--- src/rtl/dmem_arbiter.sv ---
// rtl/dmem_arbiter.sv - two-requester arbiter for the single-port data RAM
module dmem_arbiter #(
   parameter int ADDR_W    = 8,
   parameter int DATA_W    = 32,
   parameter int CORE_PRIO = 0
) (
   input  logic              clk,
   input  logic              reset,
   input  logic              m0_req,
   input  logic              m0_we,
   input  logic [ADDR_W-1:0] m0_addr,
   input  logic [DATA_W-1:0] m0_wdata,
   output logic              m0_gnt,
   output logic              m0_rvalid,
   output logic [DATA_W-1:0] m0_rdata,
   input  logic              m1_req,
   input  logic              m1_we,
   input  logic [ADDR_W-1:0] m1_addr,
   input  logic [DATA_W-1:0] m1_wdata,
   output logic              m1_gnt,
   output logic              m1_rvalid,
   output logic [DATA_W-1:0] m1_rdata,
   output logic              ram_en,
   output logic              ram_we,
   output logic [ADDR_W-1:0] ram_addr,
   output logic [DATA_W-1:0] ram_wdata,
   input  logic [DATA_W-1:0] ram_rdata
);

   typedef enum logic [1:0] {IDLE, ACCESS, RESP} state_t;

   state_t            state, state_nx;
   logic              last, last_nx;
   logic              owner, owner_nx;
   logic              win1;
   logic              ram_en_nx, ram_we_nx;
   logic [ADDR_W-1:0] ram_addr_nx;
   logic [DATA_W-1:0] ram_wdata_nx;
   logic              m0_gnt_nx, m1_gnt_nx;
   logic              m0_rvalid_nx, m1_rvalid_nx;

   // Requester 1 wins when alone, or on a tie in round-robin mode when 0 went last.
   assign win1 = m1_req && (!m0_req || ((CORE_PRIO == 0) && !last));

   always_comb begin
      state_nx     = state;
      last_nx      = last;
      owner_nx     = owner;
      ram_en_nx    = 1'b0;
      ram_we_nx    = 1'b0;
      ram_addr_nx  = '0;
      ram_wdata_nx = '0;
      m0_gnt_nx    = 1'b0;
      m1_gnt_nx    = 1'b0;
      m0_rvalid_nx = 1'b0;
      m1_rvalid_nx = 1'b0;
      case (state)
         IDLE, RESP: begin
            if (m0_req || m1_req) begin
               state_nx     = ACCESS;
               owner_nx     = win1;
               last_nx      = win1;
               ram_en_nx    = 1'b1;
               ram_we_nx    = win1 ? m1_we : m0_we;
               ram_addr_nx  = win1 ? m1_addr : m0_addr;
               ram_wdata_nx = win1 ? m1_wdata : m0_wdata;
               m0_gnt_nx    = !win1;
               m1_gnt_nx    = win1;
            end else begin
               state_nx = IDLE;
            end
         end
         ACCESS: begin
            // ram_we still holds the captured direction during ACCESS.
            state_nx     = RESP;
            m0_rvalid_nx = !ram_we && !owner;
            m1_rvalid_nx = !ram_we && owner;
         end
         default: state_nx = IDLE;
      endcase
   end

   always_ff @(posedge clk or posedge reset) begin
      if (reset) begin
         state     <= IDLE;
         last      <= 1'b1;
         owner     <= 1'b0;
         ram_en    <= 1'b0;
         ram_we    <= 1'b0;
         ram_addr  <= '0;
         ram_wdata <= '0;
         m0_gnt    <= 1'b0;
         m1_gnt    <= 1'b0;
         m0_rvalid <= 1'b0;
         m1_rvalid <= 1'b0;
      end else begin
         state     <= state_nx;
         last      <= last_nx;
         owner     <= owner_nx;
         ram_en    <= ram_en_nx;
         ram_we    <= ram_we_nx;
         ram_addr  <= ram_addr_nx;
         ram_wdata <= ram_wdata_nx;
         m0_gnt    <= m0_gnt_nx;
         m1_gnt    <= m1_gnt_nx;
         m0_rvalid <= m0_rvalid_nx;
         m1_rvalid <= m1_rvalid_nx;
      end
   end

   assign m0_rdata = m0_rvalid ? ram_rdata : '0;
   assign m1_rdata = m1_rvalid ? ram_rdata : '0;

endmodule

--- config.mk ---
export PLATFORM = sky130hd
export DESIGN_NAME = dmem_arbiter
export DESIGN_NICKNAME = d
export VERILOG_FILES = /design/src/rtl/dmem_arbiter.sv
export SDC_FILE = /design/constraint.sdc
export NUM_CORES = 1
export LEC_CHECK = 0
export CORE_ASPECT_RATIO = 0.8
export CORE_MARGIN = 5
export CORE_UTILIZATION = 25
export DETAILED_ROUTE_END_ITERATION = 12
export GPL_TIMING_DRIVEN = 0
export MAX_ROUTING_LAYER = met4
export PLACE_DENSITY_LB_ADDON = 0.3
export SLEW_MARGIN = 20
export SYNTH_ARGS = -nofsm -noshare
export SYNTH_HDL_FRONTEND = slang
export SYNTH_SLANG_ARGS = --single-unit
--- constraint.sdc ---
create_clock -name clk -period 2.4 [get_ports clk]
set_input_delay 0.72 -clock clk [delete_from_list [all_inputs] [get_ports clk]]
set_output_delay 0.72 -clock clk [all_outputs]
set_load 0.005 [all_outputs]
==> impl_metrics.json <==
{
  "hold_depth": 1,
  "r2r_cells": 3,
  "cts_buffers": 5,
  "reg2reg_slack_ns": 1.03,
  "grt_start_max_net_pins": 30,
  "drtIter0Drc": 74,
  "path_cells": "clkdlybuf4s50_1 > and2_1 > dlygate4sd2_1",
  "first_pass_iters": 4,
  "p_leak_uw": 0.002515,
  "worst_ep_required_time_ns": 1.68,
  "ant_nets": 0,
  "start_util_pct": 25.39,
  "timing.fmax_ghz": 0.4349,
  "die_area_mm2": 0.01464,
  "diodes": 0,
  "worstPathArrival_ns": 1.58,
  "fillCellCount": 1184,
  "syn_inst": 280,
  "post_cts_buffers": 0,
  "cp_slowest_stage_delay_ns": 0.47,
  "viasPerCell": 4.367,
  "synth_area_mm2": 0.003077,
  "holdBufCountCts": 0,
  "wl_um": 11200,
  "ios": 228,
  "synthArstFlopShare_pct": 100.0,
  "layout_min_cycle_time_ns": 2.299,
  "netlist.area_leader.share_pct": 39.04,
  "drive_gt1_share_pct": 13.57,
  "clockBufferDepth": 2,
  "hold_viol": 0,
  "crit_path_max_fanout": 2,
  "overflow": 0,
  "die_w_um": 134.0,
  "report.final.slew_viol_count": 0,
  "power_density_mw_per_mm2": 506.4,
  "wl_per_cell_um": 16.77,
  "root_buffer": "clkbuf_16",
  "nets": 633,
  "rsz0062_at_grt": "false",
  "insertion_delay_ns": 0.28,
  "holdCritPathClass": "reg -> reg",
  "clk_pin_slew_ns": 0.06,
  "final_core_util_pct": 46.54,
  "yosys.area.top_type": "dfrtp_1",
  "core_region_area_mm2": 0.01212,
  "hold_end": "m0_rvalid",
  "ys_ff_latch": 49,
  "fin_area_mm2": 0.005639,
  "status": "finished clean",
  "vdd_drop_max_mv": 0.2823,
  "yosysSeqAreaShare_pct": 39.89,
  "vias": 2917,
  "syn_area_per_cell_um2": 10.99,
  "ys_top_cells_by_count": "82 x nand2b_1, 64 x and2_1, 48 x dfrtp_1",
  "min_from": "ram_we",
  "worstSetupPathType": "in -> out",
  "min_period_over_period_pct": 95.81,
  "die_h_um": 109.2,
  "htreeDepth": 2,
  "fin_skew_ns": 0.001632,
  "crit-reg2reg-capture": "ram_wdata[31]",
  "p_total_uw": 2856,
  "antenna_found_initial": 0,
  "crit_path_top_delay_cell": "clkdlybuf4s50_1",
  "yosysMostFrequentCell": "nand2b_1",
  "worst_slew_pin_slew_ns": 0.4631,
  "synth.area.top_cells": "dfrtp_1 39%, o32ai_2 21%, nand2b_1 17%",
  "placed_area_mm2": 0.005559,
  "yosys_warnings": 0,
  "synth_edf_count": 0,
  "drc_errors": 0,
  "hpwl_um": 9316,
  "place_congestion": 0.8477,
  "rows": 36,
  "io_buffers": 227,
  "tns_ns": 0,
  "ys_types": 22,
  "grt_pass1_vias": 3165,
  "cp-end-kind": "primary output",
  "cts.sinks": 49,
  "grt_pass1_wl_um": 17120,
  "cap_violations": 0,
  "setup_viol": 0,
  "r2r-start": "state[0]",
  "max_slew_margin_pct": 69.08,
  "cts_tree": "built",
  "synth_ff_type": "dfrtp_1",
  "syn_to_final_growth_pct": 83.29,
  "track_usage_pct": 15.34,
  "syn_nets": 398,
  "start_kind": "input pin"
}
## worst max-delay path: cells and delay by family
family | cells | cell delay [ns]
AND/OR/NAND/NOR | 1 | 0.13
buffers and inverters | 2 | 0.73
## state kept, by name (all words and copies together), names as in the netlist
register   cells
m1_gnt         1
ram_we         1
ram_wdata     32
owner          1
ram_addr       8
m1_rvalid      1
m0_gnt         1
m0_rvalid      1
state          2
last           1
## routing by layer
layer	vias to the layer above	share of wire, %	GRT usage [%]
li1	1417	-	-
met1	1355	38	16.61
met2	140	52	28.19
met3	5	9.3	5.028
met4	0	0.46	2.398
met5	-	0	-
## final cells by class
class | instances | area (µm²) | share of cell area (%)
Timing Repair Buffer | 228 | 2212 | 39.23
Multi-Input combinational cell | 200 | 1655 | 29.35
Sequential cell | 49 | 1229 | 21.79
Tap cell | 152 | 190.2 | 3.373
Buffer | 29 | 187.7 | 3.328
Clock buffer | 7 | 152.6 | 2.707
Inverter | 2 | 7.507 | 0.1331
Clock inverter | 1 | 5.005 | 0.08875
## cells by family (layout without fill, tap and decap cells)
family	Yosys count	count (layout)	share of synthesized area [%]
AND/OR/NAND/NOR	156	156	31.68
flip-flops	49	49	39.89
AO/OA/AOI/OAI	44	44	22.12
buffers and inverters	31	267	6.303
## placed cells by master (no fill, tap or decap), drive strengths merged
| cell type | instances |
|---|---|
| a21bo | 1 |
| and2 | 64 |
| and2b | 1 |
| and3b | 1 |
| buf | 17 |
| clkbuf | 20 |
| clkdlybuf4s50 | 163 |
| clkinv | 1 |
| dfrtp | 48 |
| dfstp | 1 |
| dlygate4sd2 | 64 |
| inv | 2 |
| nand2 | 1 |
| nand2b | 82 |
| nor2 | 3 |
| nor2b | 2 |
| nor3 | 1 |
| nor3b | 1 |
| o22a | 1 |
| o32a | 1 |
| o32ai | 41 |
## stage by stage
| stage | std cells | hold slack (ns) | worst slack [ns] |
|---|---|---|---|
| after floorplan | 280 | 0.4376 | 0.5088 |
| after detailed placement | 660 | 0.4588 | -0.1913 |
| after global routing | 668 | 0.4855 | 0.04286 |
| after CTS | 668 | 0.4682 | 0.02529 |
| final | 668 | 0.4630 | 0.1007 |
| after global placement | 659 | 0.4509 | -0.5248 |
## power breakdown
part / total [µW] / internal [µW] / switching [µW] / leakage, µW
Clock: 742 / 442 / 300 / 0.0000799
Combinational: 1130 / 677 / 448 / 0.00180
Sequential: 988 / 935 / 52.8 / 0.000635
Total: 2860 / 2050 / 801 / 0.00252
## timing repair
| item | CTS | global route |
|---|---|---|
| endpoints found under the setup margin | 64 | 1 |
| resized for setup | 65 | 1 |
| cloned | 0 | 0 |
## worst max path at each step
stage	from	endpoint	slack (ns)	cells past startpoint
CTS	m1_rvalid	m1_rdata[27]	0.03	3
finish	ram_rdata[2]	m1_rdata[2]	0.10	3
detailed placement	ram_rdata[2]	m1_rdata[2]	-0.19	3
global placement	reset	ram_wdata[27]	-0.52	2
global route	ram_rdata[8]	m1_rdata[8]	0.04	3
floorplan	reset	m0_gnt	0.51	1
(Power assumes the default switching activity.)
